File: config.mk
export PLATFORM = sky130hd
export DESIGN_NAME = control_mem_flat
export DESIGN_NICKNAME = d
export VERILOG_FILES = /design/src/rtl/control_mem_if.sv /design/src/rtl/control_mem.sv /design/src/flat_wrapper.sv
export SDC_FILE = /design/constraint.sdc
export NUM_CORES = 1
export LEC_CHECK = 0
export BUFFER_PORTS_ARGS = -buffer_cell sky130_fd_sc_hd__buf_2
export CELL_PAD_IN_SITES_DETAIL_PLACEMENT = 0
export CELL_PAD_IN_SITES_GLOBAL_PLACEMENT = 1
export CORE_MARGIN = 8
export CORE_UTILIZATION = 34
export CTS_CLUSTER_DIAMETER = 30
export DETAILED_ROUTE_END_ITERATION = 10
export PLACE_DENSITY_LB_ADDON = 0.12
export RECOVER_POWER = 25
export SYNTH_ARGS = -nofsm -noshare
export SYNTH_HDL_FRONTEND = slang
export SYNTH_SLANG_ARGS = --single-unit
export TNS_END_PERCENT = 1
File: constraint.sdc
create_clock -name clk -period 4.35 [get_ports clk]
set_input_delay 0.435 -clock clk [delete_from_list [all_inputs] [get_ports clk]]
set_output_delay 0.435 -clock clk [all_outputs]
set_load 0.005 [all_outputs]
File: src/rtl/control_mem_if.sv
// Bus between the EX/MEM pipeline stage, the control_mem access unit and data memory.
// slave = the access unit, master = the pipeline/memory side driving it.
interface control_mem_if;
  logic        req_valid;
  logic        req_we;
  logic [1:0]  req_size;
  logic        req_signed;
  logic [31:0] req_addr;
  logic [31:0] req_wdata;
  logic [4:0]  req_rd;
  logic        stall;
  logic        EscrMem;
  logic        LeerMem;
  logic [31:0] Direc;
  logic [31:0] Datain;
  logic [31:0] Dataout;
  logic        wb_valid;
  logic [4:0]  wb_rd;
  logic [31:0] wb_data;
  logic        fault;
  logic        dbg_state;

  modport slave (
    input  req_valid, req_we, req_size, req_signed, req_addr, req_wdata, req_rd, Dataout,
    output stall, EscrMem, LeerMem, Direc, Datain, wb_valid, wb_rd, wb_data, fault, dbg_state
  );

  modport master (
    output req_valid, req_we, req_size, req_signed, req_addr, req_wdata, req_rd, Dataout,
    input  stall, EscrMem, LeerMem, Direc, Datain, wb_valid, wb_rd, wb_data, fault, dbg_state
  );
endinterface

File: src/rtl/control_mem.sv
// Load/store unit between the pipeline and a word-wide data memory; sub-word stores use read-modify-write.
// Optional macro MISALIGN_TRAP_EN: misaligned accesses fault instead of being silently aligned.
module control_mem #(
  parameter logic [23:0] MAP_TOP  = 24'h000004,
  parameter logic [23:0] ROM_PAGE = 24'h000004
) (
  input  logic         clk,
  input  logic         rst,
  control_mem_if.slave bus
);
  // Handshake: while stall=1 the requester keeps every req_* stable; a request is
  // consumed on the rising edge where req_valid=1 and stall=0.
  typedef enum logic {IDLE = 1'b0, MERGE = 1'b1} state_t;

  state_t      state_q, state_d;
  logic [31:0] merge_q, merge_d;
  logic        wb_valid_q, wb_valid_d;
  logic [4:0]  wb_rd_q, wb_rd_d;
  logic [31:0] wb_data_q, wb_data_d;
  logic        fault_q, fault_d;

  logic [23:0] page;
  logic        is_byte, is_half, is_word;
  logic        aligned, legal, active;
  logic [1:0]  lane;
  logic [31:0] rd_shift, load_data, merged;
  logic        leer, escr, stall;
  logic [31:0] datain;

  always_comb begin
    page    = bus.req_addr[31:8];
    is_byte = (bus.req_size == 2'b00);
    is_half = (bus.req_size == 2'b01);
    is_word = bus.req_size[1];
    lane    = is_word ? 2'b00 : (is_half ? {bus.req_addr[1], 1'b0} : bus.req_addr[1:0]);
`ifdef MISALIGN_TRAP_EN
    aligned = is_byte || (is_half && !bus.req_addr[0]) || (is_word && (bus.req_addr[1:0] == 2'b00));
`else
    aligned = 1'b1;
`endif
    legal  = (page <= MAP_TOP) && aligned && !(bus.req_we && (page == ROM_PAGE));
    active = !rst && bus.req_valid;

    rd_shift = bus.Dataout >> {lane, 3'b000};
    if (is_byte)
      load_data = {{24{bus.req_signed & rd_shift[7]}}, rd_shift[7:0]};
    else if (is_half)
      load_data = {{16{bus.req_signed & rd_shift[15]}}, rd_shift[15:0]};
    else
      load_data = bus.Dataout;

    // Only the addressed lane(s) of the captured word are replaced.
    merged = merge_q;
    if (is_byte)
      merged[{lane, 3'b000} +: 8] = bus.req_wdata[7:0];
    else
      merged[{lane[1], 4'b0000} +: 16] = bus.req_wdata[15:0];
  end

  always_comb begin
    leer       = 1'b0;
    escr       = 1'b0;
    stall      = 1'b0;
    datain     = bus.req_wdata;
    state_d    = state_q;
    merge_d    = merge_q;
    wb_valid_d = 1'b0;
    wb_rd_d    = wb_rd_q;
    wb_data_d  = wb_data_q;
    fault_d    = 1'b0;
    case (state_q)
      IDLE: begin
        if (active) begin
          if (!legal) begin
            fault_d = 1'b1;
          end else if (!bus.req_we) begin
            leer       = 1'b1;
            wb_valid_d = 1'b1;
            wb_rd_d    = bus.req_rd;
            wb_data_d  = load_data;
          end else if (is_word) begin
            escr = 1'b1;
          end else begin
            leer    = 1'b1;
            stall   = 1'b1;
            merge_d = bus.Dataout;
            state_d = MERGE;
          end
        end
      end
      MERGE: begin
        escr    = !rst;
        datain  = merged;
        state_d = IDLE;
      end
      default: state_d = IDLE;
    endcase
  end

  always_ff @(posedge clk) begin
    if (rst) begin
      state_q    <= IDLE;
      merge_q    <= '0;
      wb_valid_q <= 1'b0;
      wb_rd_q    <= '0;
      wb_data_q  <= '0;
      fault_q    <= 1'b0;
    end else begin
      state_q    <= state_d;
      merge_q    <= merge_d;
      wb_valid_q <= wb_valid_d;
      wb_rd_q    <= wb_rd_d;
      wb_data_q  <= wb_data_d;
      fault_q    <= fault_d;
    end
  end

  assign bus.LeerMem   = leer;
  assign bus.EscrMem   = escr;
  assign bus.stall     = stall;
  assign bus.Datain    = datain;
  assign bus.Direc     = {bus.req_addr[31:2], 2'b00};
  assign bus.wb_valid  = wb_valid_q;
  assign bus.wb_rd     = wb_rd_q;
  assign bus.wb_data   = wb_data_q;
  assign bus.fault     = fault_q;
  assign bus.dbg_state = state_q;
endmodule
File: src/flat_wrapper.sv
// flat-port wrapper written by rule: the top's interface ports become plain ports
module control_mem_flat 
#(
  parameter logic [23:0] MAP_TOP  = 24'h000004,
  parameter logic [23:0] ROM_PAGE = 24'h000004
)
  (clk, rst, bus_req_valid, bus_req_we, bus_req_size, bus_req_signed, bus_req_addr, bus_req_wdata, bus_req_rd, bus_Dataout, bus_stall, bus_EscrMem, bus_LeerMem, bus_Direc, bus_Datain, bus_wb_valid, bus_wb_rd, bus_wb_data, bus_fault, bus_dbg_state);
  control_mem_if bus_i ();
  input  logic clk;
  input  logic rst;
  input wire logic [$bits(bus_i.req_valid)-1:0] bus_req_valid;
  input wire logic [$bits(bus_i.req_we)-1:0] bus_req_we;
  input wire logic [$bits(bus_i.req_size)-1:0] bus_req_size;
  input wire logic [$bits(bus_i.req_signed)-1:0] bus_req_signed;
  input wire logic [$bits(bus_i.req_addr)-1:0] bus_req_addr;
  input wire logic [$bits(bus_i.req_wdata)-1:0] bus_req_wdata;
  input wire logic [$bits(bus_i.req_rd)-1:0] bus_req_rd;
  input wire logic [$bits(bus_i.Dataout)-1:0] bus_Dataout;
  output wire logic [$bits(bus_i.stall)-1:0] bus_stall;
  output wire logic [$bits(bus_i.EscrMem)-1:0] bus_EscrMem;
  output wire logic [$bits(bus_i.LeerMem)-1:0] bus_LeerMem;
  output wire logic [$bits(bus_i.Direc)-1:0] bus_Direc;
  output wire logic [$bits(bus_i.Datain)-1:0] bus_Datain;
  output wire logic [$bits(bus_i.wb_valid)-1:0] bus_wb_valid;
  output wire logic [$bits(bus_i.wb_rd)-1:0] bus_wb_rd;
  output wire logic [$bits(bus_i.wb_data)-1:0] bus_wb_data;
  output wire logic [$bits(bus_i.fault)-1:0] bus_fault;
  output wire logic [$bits(bus_i.dbg_state)-1:0] bus_dbg_state;
  assign bus_i.req_valid = bus_req_valid;
  assign bus_i.req_we = bus_req_we;
  assign bus_i.req_size = bus_req_size;
  assign bus_i.req_signed = bus_req_signed;
  assign bus_i.req_addr = bus_req_addr;
  assign bus_i.req_wdata = bus_req_wdata;
  assign bus_i.req_rd = bus_req_rd;
  assign bus_i.Dataout = bus_Dataout;
  assign bus_stall = bus_i.stall;
  assign bus_EscrMem = bus_i.EscrMem;
  assign bus_LeerMem = bus_i.LeerMem;
  assign bus_Direc = bus_i.Direc;
  assign bus_Datain = bus_i.Datain;
  assign bus_wb_valid = bus_i.wb_valid;
  assign bus_wb_rd = bus_i.wb_rd;
  assign bus_wb_data = bus_i.wb_data;
  assign bus_fault = bus_i.fault;
  assign bus_dbg_state = bus_i.dbg_state;
  control_mem #(.MAP_TOP(MAP_TOP), .ROM_PAGE(ROM_PAGE)) u_core (.clk(clk), .rst(rst), .bus(bus_i));
endmodule
After elaboration in Yosys (flattened, before gate mapping)
Cells that the tools add are included.

Flip-flop bits (word level): 72. Input port bits: 108. Word-level logic and storage cells: 58. Output and inout bits: 107.

Bitwise gates (word level): 7. Order comparisons: 1. Shift-type cells: 5. Equality and inequality tests: 2. Reduce and logical (&&, ||, !) cells: 10. Muxes and demuxes: 25. $add $sub $neg: 2.

Operators with widths (number): 32-bit 2-to-1 mux (4); 32-bit bitwise mux (2); 16-bit by 7-bit variable shift with 32-bit output, first input constant (1); 8-bit by 7-bit variable shift with 32-bit output, first input constant (1); 16-bit by 7-bit variable part select with 32-bit output (1); 8-bit by 7-bit variable part select with 32-bit output (1); 32-bit by 5-bit >> shifter with 16-bit output (1); 24-bit by 3-bit equality test with 1-bit output, second input constant (1); 24-bit by 3-bit <= comparator with 1-bit output, second input constant (1); 1-bit 2-to-1 mux (16); 5-bit negator with 7-bit output (2); 1-bit NOT (5); 5-bit AND reduction (1); 1-bit one-hot mux with 2 select lines (2); 4-bit AND reduction (1); 4-bit OR reduction (1); 1-bit logical AND (3); 3-bit OR reduction (1); 1-bit AND (2); 2-bit by 1-bit equality test with 1-bit output, second input constant (1); 1-bit zero test (2); 2-bit zero test (1); 2-bit 2-to-1 mux (1).

Logic depth before layout (Yosys ltp)
Word-level depth: 8. Gate-level depth with buffers: 12. Mapped depth without buffers: 9.

Worst setup path before layout
No wires, ideal clock.

Kind: in2out. From: input port bus_req_size[1]. To: output port bus_Datain[16]. Path slack: 1411 ps. Required time: 3915 ps. Stages on the path: 9. Data arrival time: 2504 ps. Path buffers: 3. Path through: buf_2 > nand2b_1 > buf_2 > buf_1 > ha_1 > or3_1 > a21oi_1 > a221oi_1 > nor2_1.

Longest elaborated chain between the ends: 8. Elaborated cells between the ends (all ways): 14. Classes of those cells: 2 x add/sub; 1 x eq/ne; 4 x shift; 6 x mux; 1 x reduce/logical.

RTL lines: from (decl) (RTL line flat_wrapper.sv:13) `input wire logic [$bits(bus_i.req_size)-1:0] bus_req_size;`; 2-bit by 1-bit equality test with 1-bit output (RTL line control_mem.sv:33) `is_half = (bus.req_size == 2'b01);`; 1-bit 2-to-1 mux (RTL line control_mem.sv:35) `lane = is_word ? 2'b00 : (is_half ? {bus.req_addr[1], 1'b0} : bus.req_addr[1:0]);`; 2-bit 2-to-1 mux (RTL line control_mem.sv:35); 5-bit negator with 7-bit output (RTL line control_mem.sv:55) `merged[{lane, 3'b000} +: 8] = bus.req_wdata[7:0];`; 8-bit by 7-bit variable part select with 32-bit output or 8-bit by 7-bit variable shift with 32-bit output (tied branches) (RTL line control_mem.sv:55); 32-bit bitwise mux (RTL line control_mem.sv:55); 32-bit 2-to-1 mux (*) (RTL line control_mem.sv:54) `if (is_byte)`; 32-bit 2-to-1 mux (*) (RTL line control_mem.sv:71) `case (state_q)`; to (decl) (RTL line flat_wrapper.sv:23) `output wire logic [$bits(bus_i.Datain)-1:0] bus_Datain;`.

Every way passes the cells marked *; elsewhere a longest branch is shown, timed or not.

Worst setup path after layout
From: input port bus_req_size[0]. To: output port bus_Datain[22].

Same word-level chain as after synthesis.

==> impl_metrics.py <==
metrics = {
    "outcome": {
        "status": "completed",
    },
    "die": {
        "fp-row-count": 40,
        "start_util_pct": 35.1,
        "io-pin-count": 215,
        "dieArea_sq_um": 16300,
        "fp.dieW_um": 128,
        "dieHeight_um": 128,
        "core_sq_um": 12100,
    },
    "place": {
        "dpl.cell_count": 841,
        "dp.final_hpwl_um": 12700,
        "gp_congestion": 0.826,
        "io_buffers": 200,
    },
    "cells_and_area": {
        "nNetsFinal": 795,
        "antennaDiodeCount": 0,
        "synthToLayoutAreaGrowth_pct": 25.4,
        "final_cells": 857,
        "num-fill-cells": 1304,
        "drive_above_1_share_pct": 30.0,
    },
    "route": {
        "wl_per_cell_um": 19.2,
        "drt-vias-per-instance": 5.07,
        "drt-met1-wl_um": 7460,
        "wl_met2_um": 7200,
        "drc": 0,
        "antenna_left": 0,
        "vias": 4349,
        "top_layer": "met4",
        "drt_wl_total_um": 16500,
        "dr_wl_met3_um": 1470,
        "drt_iter0_markers": 267,
        "first_pass_iters": 5,
    },
    "sta": {
        "worst_pin_slew_ns": 0.909,
        "rsz0062_at_grt": "no",
        "finalCritPeriodShare_pct": 83.0,
        "finalSetupTns_ns": 0,
        "min_period_ns": 3.61,
        "slew_viol_final": 0,
        "setup_viol": 0,
        "hold_viol_final": 0,
        "maxSlewHeadroom_pct": 39.3,
        "max_freq_mhz": 277,
        "fin_skew_ns": 0.00718,
    },
    "clocking": {
        "cts_made_buffers": 9,
        "post-cts-setup-buffers": 0,
        "htree_levels": 3,
        "cts.sinks": 72,
        "worstSkewPairLatency_ns": 0.34,
        "tritoncts": "yes",
        "cts_resized": 0,
        "cts_root_buffer": "clkbuf_16",
        "clkTransAtPathRegs_ns": 0.06,
        "cts_buffer_depth": 2,
        "holdBufCountCts": 0,
    },
    "synthesis": {
        "synth.distinct_cells": 52,
        "synthesis.instances": 534,
        "syn_area_sq_um": 4230,
        "ys_seq_area_share_pct": 34.0,
        "synthFlopType": "dfxtp_1",
        "syn_avg_cell_area_sq_um": 7.93,
        "ys_async_sr_fraction_pct": 0,
        "synth_enable_flop_cells": 0,
        "yosysWarnings": 0,
        "ys_seq_elements": 72,
    },
    "grt": {
        "grt_first_pass_wirelength_um": 25100,
        "grt_max_degree": 64,
        "grt_usage_pct": 19.7,
        "grt_pass1_vias": 4467,
        "globalRouteOverflowTotal": 0,
        "antenna_found_initial": 0,
    },
    "pwr": {
        "p_per_area_nw_per_um2": 294,
        "ir_drop_mv": 0.141,
        "leakagePower_nw": 2.24,
    },
    "worst_setup_path": {
        "cp-start-kind": "primary input",
        "cp.required_ns": 3.91,
        "cp_cell_sequence": "buf_2 -> nor2_1 -> nand2_1 -> inv_1 -> ha_1 -> or3_1 -> a21oi_1 -> a221oi_1 -> nor2_1 -> buf_2",
        "crit_path_max_incr_delay_ns": 0.57,
        "critPathMaxFanout": 12,
        "slowest_stage": "a21oi_1",
        "arrival_ns": 3.17,
        "end_kind": "primary output",
        "worstSetupPathType": "in -> out",
    },
    "flow_run": {
        "drv_cap": 0,
    },
    "worst_hold_path": {
        "hp-class": "in -> reg",
    },
}
==> stage by stage <==
step / instance area, sq um / hold slack (ns) / total power [mW] / setup WS, ns / utilization (%)
finish: 5310 / 0.334 / 1.56 / 0.741 / 44.0
global route: 5310 / 0.341 / 1.63 / 0.467 / 44.0
CTS: 5350 / 0.328 / 1.58 / 0.788 / 44.3
detailed placement: 5070 / 0.445 / 0.896 / 0.790 / 42.1
global placement: 5070 / 0.436 / 0.894 / 0.894 / 42.1
floorplan: 4240 / 0.448 / 0.793 / 1.41 / -
==> cell families (layout without fill, tap and decap cells) <==
group / after synthesis / count (layout) / share of synthesized area (%)
muxes: 43 / 43 / 10.2
other: 1 / 2 / 0.0886
AOI/OAI and AO/OA: 132 / 132 / 20.1
buffers and inverters: 83 / 237 / 11.3
DFF: 72 / 72 / 34.0
and+or+nand+nor: 200 / 200 / 23.4
adders and majority gates: 3 / 3 / 0.887
==> per-layer routing <==
metal | vias to the layer above | GRT usage (%)
li1 | 2156 | -
met1 | 1983 | 25.0
met5 | - | 0
met4 | 0 | 7.34
met2 | 182 | 30.7
met3 | 28 | 6.16
==> where the power goes <==
group | internal, mW | leakage (nW) | switching, mW
clock | 0.397 | 0.134 | 0.284
combinational | 0.0868 | 1.53 | 0.133
sequential | 0.660 | 0.580 | 0.0000999
==> cell type report <==
cell class	instances	area (sq um)	share of cell area [%]
clock buffer	10	239	4.50
timing repair buffer	206	1010	19.0
inverter	15	56.3	1.06
tap	168	210	3.96
sequential	72	1440	27.1
multi-input combinational	380	2320	43.7
clock inverter	6	35.0	0.660
==> cells in the mapped netlist, types with 10 or more instances <==
| cell | count | share of area [%] |
|---|---|---|
| nor3_1 | 17 | 2.0 |
| nand2b_1 | 12 | 1.8 |
| mux2i_1 | 42 | 9.9 |
| dfxtp_1 | 72 | 34 |
| nand2_1 | 59 | 5.2 |
| o211ai_1 | 10 | 1.8 |
| nor2_1 | 65 | 5.8 |
| buf_4 | 34 | 6.0 |
| inv_1 | 13 | 1.2 |
| a21oi_1 | 48 | 5.7 |
| clkbuf_1 | 21 | 1.9 |
| nand3b_1 | 17 | 3.0 |
| o21ai_1 | 17 | 2.0 |
==> path summary, 6_finish.rpt <==
kind,to,slack (ns),start,depth (start not counted)
setup / recovery,bus_Datain[22],0.74,bus_req_size[0],10
hold reg to reg,u_core.bus.wb_data[3],0.45,u_core.bus.wb_data[3],2
hold / removal,u_core.bus.wb_rd[3],0.33,bus_req_rd[3],3
setup reg to reg,u_core.merge_q[14],2.10,u_core.bus.dbg_state,6
==> critical path, delay by kind of cell <==
kind	cells	cell delay, ns
simple gates	4	1.26
compound gates	2	0.79
buf+inv	3	0.39
fa+ha+maj	1	0.29
==> registers in the layout, summed over array words and instances, names as in the netlist <==
signal and flops:
u_core.bus.fault 1, u_core.bus.dbg_state 1, u_core.bus.wb_valid 1, u_core.merge_q 32, u_core.bus.wb_data 32, u_core.bus.wb_rd 5
==> placed cells by master (no fill, tap or decap), types with 2 or more instances in the layout <==
cell / n
clkbuf_16: 9
buf_2: 171
conb_1: 2
nand3b_1: 17
nand2_1: 59
nand3_1: 8
a21oi_1: 48
inv_2: 2
o2bb2ai_1: 8
a211oi_1: 8
nor4_1: 2
o21ai_1: 17
nand2b_1: 12
inv_1: 13
or3_1: 2
clkbuf_1: 29
and2_1: 2
a22o_1: 8
clkinvlp_4: 2
dfxtp_1: 72
o21ai_0: 9
nor2_1: 65
nor4_2: 3
o2111ai_1: 6
clkinv_2: 4
ha_1: 3
o21bai_1: 2
a221oi_1: 8
mux2i_1: 42
nor3_1: 17
buf_4: 6
and4_1: 2
o211ai_1: 10
(Power assumes the default switching activity.)
